<file path="config.mk">
export PLATFORM = sky130hd
export DESIGN_NAME = store_sequencer_flat
export DESIGN_NICKNAME = d
export VERILOG_FILES = /design/src/rtl/store_sequencer_if.sv /design/src/rtl/store_sequencer.sv /design/src/flat_wrapper.sv
export SDC_FILE = /design/constraint.sdc
export NUM_CORES = 1
export LEC_CHECK = 0
export BUFFER_PORTS_ARGS = -buffer_cell sky130_fd_sc_hd__buf_2
export CAP_MARGIN = 20
export CELL_PAD_IN_SITES_DETAIL_PLACEMENT = 1
export CELL_PAD_IN_SITES_GLOBAL_PLACEMENT = 1
export CORE_ASPECT_RATIO = 1.1
export CORE_MARGIN = 2
export CORE_UTILIZATION = 35
export DETAILED_ROUTE_END_ITERATION = 16
export PLACE_DENSITY = 0.73
export SETUP_SLACK_MARGIN = 0.15
export SYNTH_ARGS = -nofsm -noshare
export SYNTH_HDL_FRONTEND = slang
export SYNTH_SLANG_ARGS = --single-unit
</file>
<file path="constraint.sdc">
create_clock -name clk -period 2.3 [get_ports clk]
set_input_delay 0.115 -clock clk [delete_from_list [all_inputs] [get_ports clk]]
set_output_delay 0.115 -clock clk [all_outputs]
set_load 0.02 [all_outputs]
</file>
<file path="src/rtl/store_sequencer_if.sv">
// Handshake, register-file, ALU and memory-write bundle for the store sequencer.
// master = the sequencer; slave = the instruction source, register file, ALU and memory.
interface store_sequencer_if;
    logic        instr_valid;
    logic        instr_ready;
    logic [15:0] instruction;
    logic [3:0]  rf_raddr1;
    logic [3:0]  rf_raddr2;
    logic [31:0] rf_rdata1;
    logic [31:0] rf_rdata2;
    logic [31:0] alu_a;
    logic [31:0] alu_b;
    logic [2:0]  alu_control;
    logic [31:0] alu_result;
    logic [31:0] mem_addr;
    logic [31:0] mem_wdata;
    logic        mem_we;
    logic        mem_ack;
    logic        busy;
    logic        done;
    logic        illegal;
    logic        timeout;
    logic        misaligned;
    logic [15:0] store_count;

    modport master (
        input  instr_valid, instruction, rf_rdata1, rf_rdata2, alu_result, mem_ack,
        output instr_ready, rf_raddr1, rf_raddr2, alu_a, alu_b, alu_control,
               mem_addr, mem_wdata, mem_we, busy, done, illegal, timeout,
               misaligned, store_count
    );

    modport slave (
        output instr_valid, instruction, rf_rdata1, rf_rdata2, alu_result, mem_ack,
        input  instr_ready, rf_raddr1, rf_raddr2, alu_a, alu_b, alu_control,
               mem_addr, mem_wdata, mem_we, busy, done, illegal, timeout,
               misaligned, store_count
    );
endinterface

</file>
<file path="src/rtl/store_sequencer.sv">
// Multi-cycle store sequencer: IDLE -> DECODE -> READ -> EXEC -> MEM -> DONE.
// Define STORE_ALIGN_CHECK_EN to reject word-misaligned addresses before the write.
module store_sequencer #(
    parameter logic [3:0] STORE_OPCODE = 4'b1011,
    parameter logic [2:0] ALU_ADD      = 3'b010,
    parameter int         MAX_WAIT     = 15
) (
    input  logic               clk,
    input  logic               reset,
    store_sequencer_if.master  bus
);
    localparam int WW = (MAX_WAIT > 1) ? $clog2(MAX_WAIT + 1) : 1;
    localparam logic [WW-1:0] WAIT_LAST = WW'(MAX_WAIT - 1);

    typedef enum logic [2:0] {IDLE, DECODE, READ, EXEC, MEM, DONE} state_e;

    function automatic logic [31:0] sext4(input logic [3:0] v);
        return {{28{v[3]}}, v};
    endfunction

    state_e        state_q;
    logic [15:0]   instr_q;
    logic [31:0]   base_q;
    logic [31:0]   data_q;
    logic [31:0]   mem_addr_q;
    logic [31:0]   mem_wdata_q;
    logic [2:0]    alu_ctl_q;
    logic          mem_we_q;
    logic          done_q;
    logic          illegal_q;
    logic          timeout_q;
    logic          misaligned_q;
    logic [WW-1:0] wait_q;
    logic [WW-1:0] wait_d;
    logic [15:0]   store_count_q;
    logic [15:0]   store_count_d;

    assign wait_d        = wait_q + WW'(1);
    assign store_count_d = store_count_q + 16'd1;

    // Sequencer FSM with its datapath registers and single-cycle status pulses.
    always_ff @(posedge clk or negedge reset) begin
        if (!reset) begin
            state_q       <= IDLE;
            instr_q       <= 16'h0000;
            base_q        <= 32'h0000_0000;
            data_q        <= 32'h0000_0000;
            mem_addr_q    <= 32'h0000_0000;
            mem_wdata_q   <= 32'h0000_0000;
            alu_ctl_q     <= 3'b000;
            mem_we_q      <= 1'b0;
            done_q        <= 1'b0;
            illegal_q     <= 1'b0;
            timeout_q     <= 1'b0;
            misaligned_q  <= 1'b0;
            wait_q        <= '0;
            store_count_q <= 16'h0000;
        end else begin
            done_q       <= 1'b0;
            illegal_q    <= 1'b0;
            timeout_q    <= 1'b0;
            misaligned_q <= 1'b0;
            case (state_q)
                IDLE: begin
                    if (bus.instr_valid) begin
                        instr_q   <= bus.instruction;
                        illegal_q <= (bus.instruction[15:12] != STORE_OPCODE);
                        state_q   <= DECODE;
                    end
                end
                DECODE: begin
                    if (instr_q[15:12] != STORE_OPCODE) begin
                        state_q <= IDLE;
                    end else begin
                        state_q <= READ;
                    end
                end
                READ: begin
                    base_q    <= bus.rf_rdata1;
                    data_q    <= bus.rf_rdata2;
                    alu_ctl_q <= ALU_ADD;
                    state_q   <= EXEC;
                end
                EXEC: begin
                    alu_ctl_q <= 3'b000;
`ifdef STORE_ALIGN_CHECK_EN
                    if (bus.alu_result[1:0] != 2'b00) begin
                        misaligned_q <= 1'b1;
                        state_q      <= IDLE;
                    end else begin
`else
                    begin
`endif
                        mem_addr_q  <= bus.alu_result;
                        mem_wdata_q <= data_q;
                        mem_we_q    <= 1'b1;
                        wait_q      <= '0;
                        state_q     <= MEM;
                    end
                end
                MEM: begin
                    // An ack arriving on the last allowed cycle still completes the store.
                    if (bus.mem_ack) begin
                        mem_we_q <= 1'b0;
                        done_q   <= 1'b1;
                        state_q  <= DONE;
                    end else if (wait_q == WAIT_LAST) begin
                        wait_q    <= wait_d;
                        mem_we_q  <= 1'b0;
                        timeout_q <= 1'b1;
                        state_q   <= IDLE;
                    end else begin
                        wait_q <= wait_d;
                    end
                end
                DONE: begin
                    store_count_q <= store_count_d;
                    state_q       <= IDLE;
                end
                default: begin
                    mem_we_q <= 1'b0;
                    state_q  <= IDLE;
                end
            endcase
        end
    end

    // Ready is withheld while reset is asserted so nothing is offered mid-reset.
    assign bus.instr_ready = reset && (state_q == IDLE);
    assign bus.busy        = (state_q != IDLE);
    assign bus.rf_raddr1   = instr_q[11:8];
    assign bus.rf_raddr2   = instr_q[7:4];
    assign bus.alu_a       = base_q;
    assign bus.alu_b       = sext4(instr_q[3:0]);
    assign bus.alu_control = alu_ctl_q;
    assign bus.mem_addr    = mem_addr_q;
    assign bus.mem_wdata   = mem_wdata_q;
    assign bus.mem_we      = mem_we_q;
    assign bus.done        = done_q;
    assign bus.illegal     = illegal_q;
    assign bus.timeout     = timeout_q;
    assign bus.misaligned  = misaligned_q;
    assign bus.store_count = store_count_q;
endmodule

</file>
<file path="src/flat_wrapper.sv">
// flat-port wrapper written by rule: the top's interface ports become plain ports
module store_sequencer_flat 
#(
    parameter logic [3:0] STORE_OPCODE = 4'b1011,
    parameter logic [2:0] ALU_ADD      = 3'b010,
    parameter int         MAX_WAIT     = 15
)
  (clk, reset, bus_instr_valid, bus_instruction, bus_rf_rdata1, bus_rf_rdata2, bus_alu_result, bus_mem_ack, bus_instr_ready, bus_rf_raddr1, bus_rf_raddr2, bus_alu_a, bus_alu_b, bus_alu_control, bus_mem_addr, bus_mem_wdata, bus_mem_we, bus_busy, bus_done, bus_illegal, bus_timeout, bus_misaligned, bus_store_count);
  store_sequencer_if bus_i ();
  input  logic clk;
  input  logic reset;
  input wire logic [$bits(bus_i.instr_valid)-1:0] bus_instr_valid;
  input wire logic [$bits(bus_i.instruction)-1:0] bus_instruction;
  input wire logic [$bits(bus_i.rf_rdata1)-1:0] bus_rf_rdata1;
  input wire logic [$bits(bus_i.rf_rdata2)-1:0] bus_rf_rdata2;
  input wire logic [$bits(bus_i.alu_result)-1:0] bus_alu_result;
  input wire logic [$bits(bus_i.mem_ack)-1:0] bus_mem_ack;
  output wire logic [$bits(bus_i.instr_ready)-1:0] bus_instr_ready;
  output wire logic [$bits(bus_i.rf_raddr1)-1:0] bus_rf_raddr1;
  output wire logic [$bits(bus_i.rf_raddr2)-1:0] bus_rf_raddr2;
  output wire logic [$bits(bus_i.alu_a)-1:0] bus_alu_a;
  output wire logic [$bits(bus_i.alu_b)-1:0] bus_alu_b;
  output wire logic [$bits(bus_i.alu_control)-1:0] bus_alu_control;
  output wire logic [$bits(bus_i.mem_addr)-1:0] bus_mem_addr;
  output wire logic [$bits(bus_i.mem_wdata)-1:0] bus_mem_wdata;
  output wire logic [$bits(bus_i.mem_we)-1:0] bus_mem_we;
  output wire logic [$bits(bus_i.busy)-1:0] bus_busy;
  output wire logic [$bits(bus_i.done)-1:0] bus_done;
  output wire logic [$bits(bus_i.illegal)-1:0] bus_illegal;
  output wire logic [$bits(bus_i.timeout)-1:0] bus_timeout;
  output wire logic [$bits(bus_i.misaligned)-1:0] bus_misaligned;
  output wire logic [$bits(bus_i.store_count)-1:0] bus_store_count;
  assign bus_i.instr_valid = bus_instr_valid;
  assign bus_i.instruction = bus_instruction;
  assign bus_i.rf_rdata1 = bus_rf_rdata1;
  assign bus_i.rf_rdata2 = bus_rf_rdata2;
  assign bus_i.alu_result = bus_alu_result;
  assign bus_i.mem_ack = bus_mem_ack;
  assign bus_instr_ready = bus_i.instr_ready;
  assign bus_rf_raddr1 = bus_i.rf_raddr1;
  assign bus_rf_raddr2 = bus_i.rf_raddr2;
  assign bus_alu_a = bus_i.alu_a;
  assign bus_alu_b = bus_i.alu_b;
  assign bus_alu_control = bus_i.alu_control;
  assign bus_mem_addr = bus_i.mem_addr;
  assign bus_mem_wdata = bus_i.mem_wdata;
  assign bus_mem_we = bus_i.mem_we;
  assign bus_busy = bus_i.busy;
  assign bus_done = bus_i.done;
  assign bus_illegal = bus_i.illegal;
  assign bus_timeout = bus_i.timeout;
  assign bus_misaligned = bus_i.misaligned;
  assign bus_store_count = bus_i.store_count;
  store_sequencer #(.STORE_OPCODE(STORE_OPCODE), .ALU_ADD(ALU_ADD), .MAX_WAIT(MAX_WAIT)) u_core (.clk(clk), .reset(reset), .bus(bus_i));
endmodule
</file>
==> results.toml <==
[status]
run_status = "finished, final reports clean"

[setup_path]
critPathCaptureType = "register"
rr_startpoint = "u_core.state_q[2]"
critPathKind = "reg -> reg"
critical_path.cell_chain = "nand2b_1 -> or2_4 -> buf_12 -> mux2_2"
startpoint_type = "register"
crit_path_max_fanout = 69
worstRegToRegCells = 4
cp_data_required_time_ns = 2.59
reg2reg_slack_ns = 0.48
critPathArrivalTime_ns = 2.11
master_of_the_slowest_instance_on_the_critical_path = "sky130_fd_sc_hd__dfrtp_1"
crit_path_max_incr_delay_ns = 0.48
r2r-end = "u_core.bus.mem_addr[21]"

[cells_and_area]
mostFrequentLayoutCell = "sky130_fd_sc_hd__buf_2"
fin_nets = 941
post_synthesis_to_final_layout_area_growth_pct = 44.1
post_route_cells_drive_above_1_share = 0.544
finish.utilization = 0.519
most-common-layout-cells = "273 x sky130_fd_sc_hd__buf_2, 172 x sky130_fd_sc_hd__dfrtp_1, 140 x sky130_fd_sc_hd__mux2_2, 115 x sky130_fd_sc_hd__dlygate4sd3_1, 17 x sky130_fd_sc_hd__clkbuf_16"
fillers = 2042

[yosys]
syn_area_per_cell_um2 = 14.7
postSynthRegisterBits = 172
proportion_of_synthesized_chip_area_in_sequential_cells = 0.621
syn-instance-count = 470
synthDistinctLibCells = 33
syn-cell-area_um2 = 6930
synthesis.yosys.warnings = 0

[detailed_routing]
dr_total_vias = 5014
detail_route.iter0.violations = 125
drtAntennaViolNets = 0
drcViolationCount = 0
routed_wl_um = 18300
drt_first_pass_iters = 3
wire_per_inst_um = 16.9
routed_via_density = 4.63

[sta]
grt_setup_unrepaired = "false"
finalWorstPathRequiredPeriod_ns = 1.82
period_utilisation_layout = 0.793
final.setup_skew_ns = 0.00807
hold_ws_ns = 0.157
final_max_slew_viol_count = 0
maxSlewHeadroom = 0.591
final-hold-violation-count = 0
fin_tns_setup_ns = 0
achievable-frequency_mhz = 548
finalSetupViolations = 0
tightest_slew_ns = 0.613

[min_path]
worstHoldPathType = "in -> async"

[clocking]
cts_htree_levels = 4
reg_clk_slew_reported_paths_ns = 0.07
cts_max_path_buffers = 2
ctsHoldBuffers = 115
cts_made_buffers = 17
cts.sinks = 172
postCtsSetupRepairBufs = 0
cts-root-buf = "sky130_fd_sc_hd__clkbuf_16"
insertion_delay_ns = 0.42
post_cts_resized = 0
tritoncts_clock_tree = "done"

[global_route]
grt_pass1_vias = 5696
maximum_number_of_pins_on_one_net_before_global_route_repair = 96
antenna_found_initial = 0
grt_pass1_wl_um = 29400
groute.usage.overall = 0.177
gr-total-overflow = 0

[die]
initial_core_util = 0.360
die_x_um = 138
placementRows = 53
core-area_um2 = 19200
design.portCount = 278
floorplan.die.height_um = 152
die_area_um2 = 20900

[pwr]
total_leakage_power_uw = 0.00498
fin_total_pwr_uw = 12800
vdd_drop_max_v = 0.000767
power_density_nw_per_um2 = 1280

[placed_design]
hpwl_um = 11500
gpl.final_weighted_congestion = 0.748
port_buffers = 274

[flow_run]
cap_viol_max_count = 0
==> per-layer routing <==
metal  routed length (µm)  GRT usage  share of wire  up-vias
li1                     -          -              -     2278
met1                 6450      0.182           0.35     2544
met2                10400      0.343           0.57      169
met3                 1130     0.0544          0.061       23
met4                  360     0.0587          0.020        0
met5                    0          0              0        -
==> power breakdown <==
| part | switching (µW) | leakage, µW | internal (µW) | total, µW |
|---|---|---|---|---|
| combinational | 2840 | 0.00255 | 2270 | 5110 |
| clock | 1240 | 0.000260 | 1470 | 2710 |
| sequential | 749 | 0.00216 | 4250 | 5000 |
| total | 4830 | 0.00498 | 7990 | 12800 |
==> cells by family (layout without fill, tap and decap cells) <==
kind of cell,count (synthesis),count (layout),synth area share
compound gates,13,13,0.0114
xor+xnor,16,16,0.0202
fa+ha+maj,3,3,0.00542
buf+inv,70,433,0.0670
flops,172,172,0.621
mux,145,145,0.236
other cells,1,4,0.000541
simple gates,50,50,0.0386
==> synth_stat cells <==
library cell | number | area (µm²)
sky130_fd_sc_hd__inv_1 | 6 | 22.5
sky130_fd_sc_hd__a21oi_1 | 3 | 15.0
sky130_fd_sc_hd__xor2_1 | 3 | 26.3
sky130_fd_sc_hd__a21boi_1 | 1 | 7.51
sky130_fd_sc_hd__mux2_1 | 5 | 56.3
sky130_fd_sc_hd__nand4_1 | 3 | 18.8
sky130_fd_sc_hd__a21o_1 | 1 | 7.51
sky130_fd_sc_hd__clkbuf_1 | 1 | 3.75
sky130_fd_sc_hd__o21ai_0 | 5 | 25.0
sky130_fd_sc_hd__o311a_1 | 1 | 10.0
sky130_fd_sc_hd__or2_2 | 1 | 6.26
sky130_fd_sc_hd__dfrtp_1 | 172 | 4300
sky130_fd_sc_hd__nand3_1 | 10 | 50.1
sky130_fd_sc_hd__buf_2 | 17 | 85.1
sky130_fd_sc_hd__or4b_1 | 1 | 10.0
sky130_fd_sc_hd__nand2b_1 | 2 | 12.5
sky130_fd_sc_hd__buf_6 | 2 | 22.5
sky130_fd_sc_hd__ha_1 | 3 | 37.5
sky130_fd_sc_hd__buf_4 | 44 | 330
sky130_fd_sc_hd__or3_1 | 1 | 6.26
sky130_fd_sc_hd__and2_1 | 4 | 25.0
sky130_fd_sc_hd__nand2_1 | 7 | 26.3
sky130_fd_sc_hd__nand4b_1 | 3 | 26.3
sky130_fd_sc_hd__nor2_1 | 8 | 30.0
sky130_fd_sc_hd__nor3_1 | 5 | 25.0
sky130_fd_sc_hd__xnor2_1 | 13 | 114
sky130_fd_sc_hd__conb_1 | 1 | 3.75
sky130_fd_sc_hd__or2_1 | 1 | 6.26
sky130_fd_sc_hd__a31oi_1 | 1 | 6.26
sky130_fd_sc_hd__mux2_2 | 140 | 1580
sky130_fd_sc_hd__o21bai_1 | 1 | 7.51
sky130_fd_sc_hd__and3_1 | 3 | 18.8
sky130_fd_sc_hd__nor4_1 | 1 | 6.26
==> sequential cells by signal, summed over array words and instances (netlist names) <==
name	cells
u_core.bus.mem_we	1
u_core.data_q	32
u_core.instr_q	16
u_core.bus.done	1
u_core.wait_q	4
u_core.bus.illegal	1
u_core.state_q	3
u_core.bus.timeout	1
u_core.bus.mem_wdata	32
u_core.bus.store_count	16
u_core.bus.alu_control	1
u_core.bus.alu_a	32
u_core.bus.mem_addr	32
==> worst max-delay path by stage <==
| stage | startpoint | slack, ns | cells past startpoint | end |
|---|---|---|---|---|
| 3_3_place_gp | u_core.state_q[2] | 0.58 | 4 | u_core.bus.mem_addr[3] |
| 3_5_place_dp | u_core.state_q[1] | 0.47 | 4 | u_core.instr_q[7] |
| 2_1_floorplan | u_core.state_q[2] | 0.59 | 7 | u_core.bus.mem_wdata[1] |
| 6_report | u_core.state_q[2] | 0.48 | 4 | u_core.bus.mem_addr[21] |
| 5_1_grt | u_core.state_q[1] | 0.27 | 4 | u_core.instr_q[6] |
| 4_1_cts | u_core.state_q[1] | 0.45 | 3 | bus_instr_ready |
==> final cells by class <==
type,instances,area [µm²],share of cell area
clock inverters,12,104,0.0104
inverters,6,22.5,0.00225
multi-input cells,230,2180,0.218
clock buffers,20,457,0.0457
flip-flops and latches,172,4300,0.431
well taps,247,309,0.0309
repair buffers,395,2610,0.261
diodes,1,2.50,0.000251
==> per-stage QoR <==
| stage | area, µm² | cells | worst slack (ns) |
|---|---|---|---|
| 4_1_cts | 9990 | 1082 | 0.452 |
| 5_1_grt | 9990 | 1082 | 0.270 |
| 3_5_place_dp | 8270 | 935 | 0.473 |
| 3_3_place_gp | 8270 | 935 | 0.581 |
| 6_report | 9990 | 1083 | 0.476 |
| 2_1_floorplan | 6940 | 472 | 0.592 |
==> critical path, delay by kind of cell (launching register included) <==
family                 cells  cell delay, ns
DFF                        1            0.48
and+or+nand+nor            2            0.42
muxes                      1            0.42
buffers and inverters      1            0.28
(Power assumes the default switching activity.)
